[src/rtl/rom_loader_pkg.sv]
// Shared definitions for the ROM/DIP download loader.
package rom_loader_pkg;

   typedef enum logic [1:0] {
      StIdle,
      StHalf,
      StWrite,
      StFlush
   } state_e;

   localparam int unsigned DIP_BANK_SIZE     = 8;
   localparam logic [7:0]  DEFAULT_ROM_INDEX = 8'd0;
   localparam logic [7:0]  DEFAULT_DIP_INDEX = 8'd254;

endpackage

[src/rtl/rom_loader_dip_bank.sv]
// DIP-switch bank: 8x8 register file with byte-addressed write, no reset.
module dip_bank
   import rom_loader_pkg::*;
(
   input  logic                         clk,
   input  logic                         we,
   input  logic [2:0]                   addr,
   input  logic [7:0]                   din,
   output logic [8*DIP_BANK_SIZE-1:0]   dsw_flat
);

   // Stored complemented so that the all-zero power-up state reads back as 8'hFF.
   logic [7:0] inv_q [DIP_BANK_SIZE];

   // Byte write; deliberately no reset so an OSD reset keeps the switches.
   always_ff @(posedge clk) begin
      if (we) begin
         inv_q[addr] <= ~din;
      end
   end

   // Flatten the bank, undoing the storage inversion.
   always_comb begin
      for (int i = 0; i < DIP_BANK_SIZE; i++) begin
         dsw_flat[8*i +: 8] = ~inv_q[i];
      end
   end

endmodule

[src/rtl/rom_loader.sv]
// Packs hps_io download bytes into 16-bit SDRAM writes and loads the DIP bank.
module rom_loader
   import rom_loader_pkg::*;
#(
   parameter logic [7:0] ROM_INDEX = DEFAULT_ROM_INDEX,
   parameter logic [7:0] DIP_INDEX = DEFAULT_DIP_INDEX
) (
   input  logic        clk_sys,
   input  logic        reset,
   input  logic        ioctl_download,
   input  logic        ioctl_wr,
   input  logic [7:0]  ioctl_index,
   input  logic [24:0] ioctl_addr,
   input  logic [7:0]  ioctl_dout,
   output logic        ioctl_wait,
   output logic [23:0] mem_addr,
   output logic [15:0] mem_din,
   output logic [1:0]  mem_be,
   output logic        mem_we,
   input  logic        mem_ack,
   output logic [63:0] dsw_flat,
   output logic        load_done,
   output logic [23:0] word_count
);

   state_e      state_q, state_d;
   logic [7:0]  lo_q, lo_d;
   logic [23:0] hold_addr_q, hold_addr_d;
   logic [23:0] mem_addr_q, mem_addr_d;
   logic [15:0] mem_din_q, mem_din_d;
   logic [1:0]  mem_be_q, mem_be_d;
   logic        stage_valid_q, stage_valid_d;
   logic [24:0] stage_addr_q, stage_addr_d;
   logic [7:0]  stage_data_q, stage_data_d;
   logic [23:0] word_count_q, word_count_d;
   logic        load_done_q, load_done_d;
   logic        rom_dl_q, rom_dl_d;
   logic        dl_q;

   logic        rom_strobe;
   logic        dip_we;
   logic        src_valid;
   logic [24:0] src_addr;
   logic [7:0]  src_data;

   // Strobes seen while ioctl_wait is high are dropped outright.
   assign rom_strobe = ioctl_wr && !ioctl_wait && ioctl_download && (ioctl_index == ROM_INDEX);
   assign dip_we     = ioctl_wr && !ioctl_wait && (ioctl_index == DIP_INDEX) &&
                       (ioctl_addr[24:3] == 22'd0);

   assign ioctl_wait = (state_q == StWrite) || (state_q == StFlush) || stage_valid_q;
   assign mem_we     = (state_q == StWrite);
   assign mem_addr   = mem_addr_q;
   assign mem_din    = mem_din_q;
   assign mem_be     = mem_be_q;
   assign load_done  = load_done_q;
   assign word_count = word_count_q;

   // Pick the byte that starts a new word: a live strobe in IDLE, or the staged byte on ack.
   always_comb begin
      src_valid = 1'b0;
      src_addr  = ioctl_addr;
      src_data  = ioctl_dout;
      if (state_q == StIdle) begin
         src_valid = rom_strobe;
      end else if ((state_q == StWrite) && mem_ack && stage_valid_q) begin
         src_valid = 1'b1;
         src_addr  = stage_addr_q;
         src_data  = stage_data_q;
      end
   end

   // Next-state and datapath decode.
   always_comb begin
      state_d       = state_q;
      lo_d          = lo_q;
      hold_addr_d   = hold_addr_q;
      mem_addr_d    = mem_addr_q;
      mem_din_d     = mem_din_q;
      mem_be_d      = mem_be_q;
      stage_valid_d = stage_valid_q;
      stage_addr_d  = stage_addr_q;
      stage_data_d  = stage_data_q;
      word_count_d  = word_count_q;
      rom_dl_d      = rom_dl_q;
      load_done_d   = 1'b0;

      unique case (state_q)
         StIdle: begin
         end
         StHalf: begin
            mem_addr_d = hold_addr_q;
            if (rom_strobe) begin
               if (ioctl_addr[0] && (ioctl_addr[24:1] == hold_addr_q)) begin
                  mem_din_d = {ioctl_dout, lo_q};
                  mem_be_d  = 2'b11;
               end else begin
                  // Park the new byte and flush the lone even byte first.
                  mem_din_d     = {8'h00, lo_q};
                  mem_be_d      = 2'b01;
                  stage_valid_d = 1'b1;
                  stage_addr_d  = ioctl_addr;
                  stage_data_d  = ioctl_dout;
               end
               state_d = StWrite;
            end else if (!ioctl_download) begin
               state_d = StFlush;
            end
         end
         StFlush: begin
            mem_addr_d = hold_addr_q;
            mem_din_d  = {8'h00, lo_q};
            mem_be_d   = 2'b01;
            state_d    = StWrite;
         end
         StWrite: begin
            if (mem_ack) begin
               word_count_d  = word_count_q + 24'd1;
               stage_valid_d = 1'b0;
               state_d       = StIdle;
            end
         end
         default: state_d = StIdle;
      endcase

      if (src_valid) begin
         if (!src_addr[0]) begin
            lo_d        = src_data;
            hold_addr_d = src_addr[24:1];
            state_d     = StHalf;
         end else begin
            mem_addr_d = src_addr[24:1];
            mem_din_d  = {src_data, 8'h00};
            mem_be_d   = 2'b10;
            state_d    = StWrite;
         end
      end

      if (rom_dl_q && !ioctl_download && (state_q == StIdle) && !stage_valid_q) begin
         load_done_d = 1'b1;
         rom_dl_d    = 1'b0;
      end
      if (ioctl_download && (ioctl_index == ROM_INDEX)) begin
         rom_dl_d = 1'b1;
      end
      if (ioctl_download && !dl_q) begin
         word_count_d = '0;
      end
   end

   // State register with synchronous reset.
   always_ff @(posedge clk_sys) begin
      if (reset) begin
         state_q       <= StIdle;
         lo_q          <= '0;
         hold_addr_q   <= '0;
         mem_addr_q    <= '0;
         mem_din_q     <= '0;
         mem_be_q      <= '0;
         stage_valid_q <= 1'b0;
         stage_addr_q  <= '0;
         stage_data_q  <= '0;
         word_count_q  <= '0;
         load_done_q   <= 1'b0;
         rom_dl_q      <= 1'b0;
         dl_q          <= 1'b0;
      end else begin
         state_q       <= state_d;
         lo_q          <= lo_d;
         hold_addr_q   <= hold_addr_d;
         mem_addr_q    <= mem_addr_d;
         mem_din_q     <= mem_din_d;
         mem_be_q      <= mem_be_d;
         stage_valid_q <= stage_valid_d;
         stage_addr_q  <= stage_addr_d;
         stage_data_q  <= stage_data_d;
         word_count_q  <= word_count_d;
         load_done_q   <= load_done_d;
         rom_dl_q      <= rom_dl_d;
         dl_q          <= ioctl_download;
      end
   end

   dip_bank u_dip_bank (
      .clk      (clk_sys),
      .we       (dip_we),
      .addr     (ioctl_addr[2:0]),
      .din      (ioctl_dout),
      .dsw_flat (dsw_flat)
   );

endmodule

[config.mk]
export PLATFORM = sky130hd
export DESIGN_NAME = rom_loader
export DESIGN_NICKNAME = d
export VERILOG_FILES = /design/src/rtl/rom_loader_pkg.sv /design/src/rtl/rom_loader_dip_bank.sv /design/src/rtl/rom_loader.sv
export SDC_FILE = /design/constraint.sdc
export NUM_CORES = 1
export LEC_CHECK = 0
export ABC_AREA = 1
export BUFFER_PORTS_ARGS = -buffer_cell sky130_fd_sc_hd__buf_2
export CAP_MARGIN = 15
export CELL_PAD_IN_SITES_DETAIL_PLACEMENT = 0
export CELL_PAD_IN_SITES_GLOBAL_PLACEMENT = 1
export CORE_AREA = 2 2 150 152
export DETAILED_ROUTE_END_ITERATION = 8
export DIE_AREA = 0 0 152 154
export PLACE_DENSITY_LB_ADDON = 0.1
export SLEW_MARGIN = 10
export SYNTH_ARGS = -nofsm -noshare
export SYNTH_HDL_FRONTEND = slang
export SYNTH_SLANG_ARGS = --single-unit
[constraint.sdc]
create_clock -name clk_sys -period 5.25 [get_ports clk_sys]
set_clock_uncertainty 0.2 [all_clocks]
set_input_delay 0 -clock clk_sys [delete_from_list [all_inputs] [get_ports clk_sys]]
set_output_delay 0 -clock clk_sys [all_outputs]
set_load 0.02 [all_outputs]
==> flow_summary_export.csv <==
group,metric,value,unit
clocking,ctsResizeCount,0,
layout,multi_input_comb_area,0.00362,mm²
placement,dp_cells,1597,
worst_setup_path,cp.arrival,3.30,ns
global_route,grt_pass1_wl,41400,µm
synthesis,synth.distinct_cells,42,
worst_setup_path,cp.required,5.44,ns
routing,wl,25700,µm
sta,setup_viol,0,
clocking,clk_latency,0.52,ns
global_route,grtUsageTotal,0.217,
synthesis,ys_warn_count,0,
synthesis,synth-async-reset-ratio,0,
synthesis,avgSynthCellArea,7.76,µm²
synthesis,synthTopCellsByArea,"dfxtp_1 (30%), edfxtp_1 (21%), nand2_1 (10%)",
placement,post-place-ws,2.28,ns
power,max-vdd-ir-drop,230,µV
job,drv_cap,0,
layout,final_util,0.530,
clocking,cts.clk_slew.worst_paths,0.06,ns
synthesis,synthCells,1186,
floorplanning,start_util,0.425,
clocking,tritoncts,"done",
synthesis,ys_ff_latch,201,
sta,fmax,0.321,GHz
routing,viasPerCell,4.87,
worst_setup_path,worstSetupPathType,"flip-flop to flip-flop",
synthesis,yosysSeqAreaShare,0.507,
floorplanning,die_width,152,µm
layout,regArea,0.00466,mm²
layout,drive_above_1_share,0.198,
synthesis,synthFlopType,"dfxtp_1",
layout,layout.nets,1434,
floorplanning,io_pins,179,
layout,fill_cells,2178,
sta,slew_headroom,0.305,
global_route,grt_start_max_net_pins,65,
worst_setup_path,startpoint_type,"flip-flop",
synthesis,netlist_area,0.00921,mm²
power,power_density,306,mW/mm²
sta,slew_violations,0,
global_route,grt_overflow_total,0,
floorplanning,die_y,154,µm
layout,antennaDiodeCount,0,
global_route,grt_antenna_before_repair,0,
sta,final.min_clock_period,3.11,ns
routing,drc,0,
sta,finalSetupTns,0,ns
routing,ant_nets,0,
routing,routedWlPerCell,15.3,µm
sta,fin_crit_sh,0.593,
floorplanning,dieArea,0.0234,mm²
clocking,htree_num_levels,1,
layout,layoutNonFillerInstCount,1685,
clocking,cts_buffers,24,
synthesis,synth_top_area_frac,0.298,
sta,setup_slack,2.14,ns
routing,drt_iter0_drc,392,
clocking,cts_max_path_buffers,3,
sta,worst_slew_pin_slew,1.04,ns
floorplanning,core.rowCount,54,
layout,areaGrowthSynthToFinish,24.8,%
floorplanning,core,0.0217,mm²
worst_setup_path,end_kind,"flip-flop",
synthesis,synth-edff-count,64,
clocking,cts-root-buf,"clkbuf_16",
run_status,status,"finished clean",
sta,rsz0062_at_grt,"false",
clocking,postCtsSetupBuffers,0,
synthesis,yosys.area.top_type,"dfxtp_1",
placement,portBuffers,178,
min_path,hold_class,"primary input to flip-flop",
sta,final_hold_viol_count,0,
routing,firstDrtPassIters,4,
synthesis,synth_nets,1233,
global_route,grt_pass1_vias,7716,
worst_setup_path,cp_max_fo,47,
clocking,cts_hold_buffers,44,
routing,via_count,8210,
placement,dp_hpwl,17200,µm
clocking,cts.sinks,201,
power,leakagePower,4.91,nW
placement,place.gp.congestion,0.825,
placed cells by master (no fill, tap or decap), types with 44 or more instances in the layout:
cell	n
nand3_1	66
edfxtp_1	64
buf_2	178
nor2_1	139
a21oi_1	96
o21ai_0	100
dfxtp_1	137
inv_1	155
dlygate4sd3_1	44
nand2_1	247
sequential cells by signal, indices dropped and copies added (netlist names), 2 cells and up:
register          count
mem_addr             24
mem_be                2
lo_q                  8
u_dip_bank.inv_q     64
mem_din              16
stage_data_q          8
word_count           24
hold_addr_q          24
stage_addr_q         25
state_q               2
cell families after synthesis:
kind of cell             after synthesis  synth area share
AND/OR/NAND/NOR                      520             0.246
AO/OA/AOI/OAI                        235             0.137
XOR/XNOR                               9           0.00856
adder cells (fa/ha/maj)                1           0.00136
buffers and inverters                220             0.101
flip-flops                           201             0.507
worst paths after layout:
check	slack, ns	start	cells past startpoint	to
setup / recovery	2.14	state_q[0]	12	state_q[1]
hold / removal	0.02	ioctl_index[5]	9	mem_din[8]
setup reg to reg	2.14	state_q[0]	12	state_q[1]
hold reg to reg	0.26	mem_din[5]	2	mem_din[5]
report_power, final:
group	leakage, nW	internal [mW]	switching [mW]
clock network	0.420	1.11	0.641
logic	2.81	0.0565	0.0973
registers	1.68	1.60	0.000490
total	4.91	2.77	0.739
metal layers:
| layer | GRT usage | wire, µm | up-vias |
|---|---|---|---|
| met5 | 0 | 0 | - |
| met4 | 0.0525 | 575 | 0 |
| met3 | 0.0395 | 1380 | 42 |
| met2 | 0.363 | 11800 | 223 |
| met1 | 0.294 | 11900 | 3728 |
| li1 | - | - | 4217 |
Yosys cell counts (3+ instances only):
cell type,count
a21boi_0,9
a21oi_1,96
a21oi_2,10
buf_1,3
buf_2,18
buf_4,6
buf_6,5
clkbuf_1,21
dfxtp_1,137
edfxtp_1,64
inv_1,157
inv_2,7
nand2_1,247
nand2_2,18
nand3_1,67
nand4_1,14
nor2_1,139
nor2_2,3
nor2_4,5
nor3_1,9
nor4_1,6
o211a_1,3
o21ai_0,100
o21ai_1,13
or2_2,3
xnor2_1,5
xor2_1,4
per-stage QoR:
step / hold slack, ns / power [mW] / cell area (µm²)
6_report: 0.0208 / 3.51 / 11500
5_1_grt: 0.0701 / 3.63 / 11500
4_1_cts: 0.0115 / 3.55 / 11500
3_5_place_dp: 0.115 / 1.77 / 10200
3_3_place_gp: 0.114 / 1.77 / 10200
2_1_floorplan: -0.138 / 1.71 / 9210
critical path, cell delays in order (launching register included):
cell,delay (ns)
dfxtp_1,0.32
inv_2,0.55
nand2_2,0.12
nor2_4,0.16
nand2_2,0.10
nand2_1,0.08
o21ai_2,0.06
nand2_2,0.08
buf_4,0.42
o21ai_0,0.16
nand2_1,0.09
a21oi_1,0.06
dlygate4sd3_1,0.59
layout make-up:
cell class                 instances  area share
clock inverter                     6     0.00914
clock buffer                      38      0.0648
timing repair buffer             229       0.120
sequential                       201       0.406
inverter                         166      0.0544
multi-input combinational        765       0.315
tap                              280      0.0305
No activity file was read; power rests on OpenSTA's default activity.
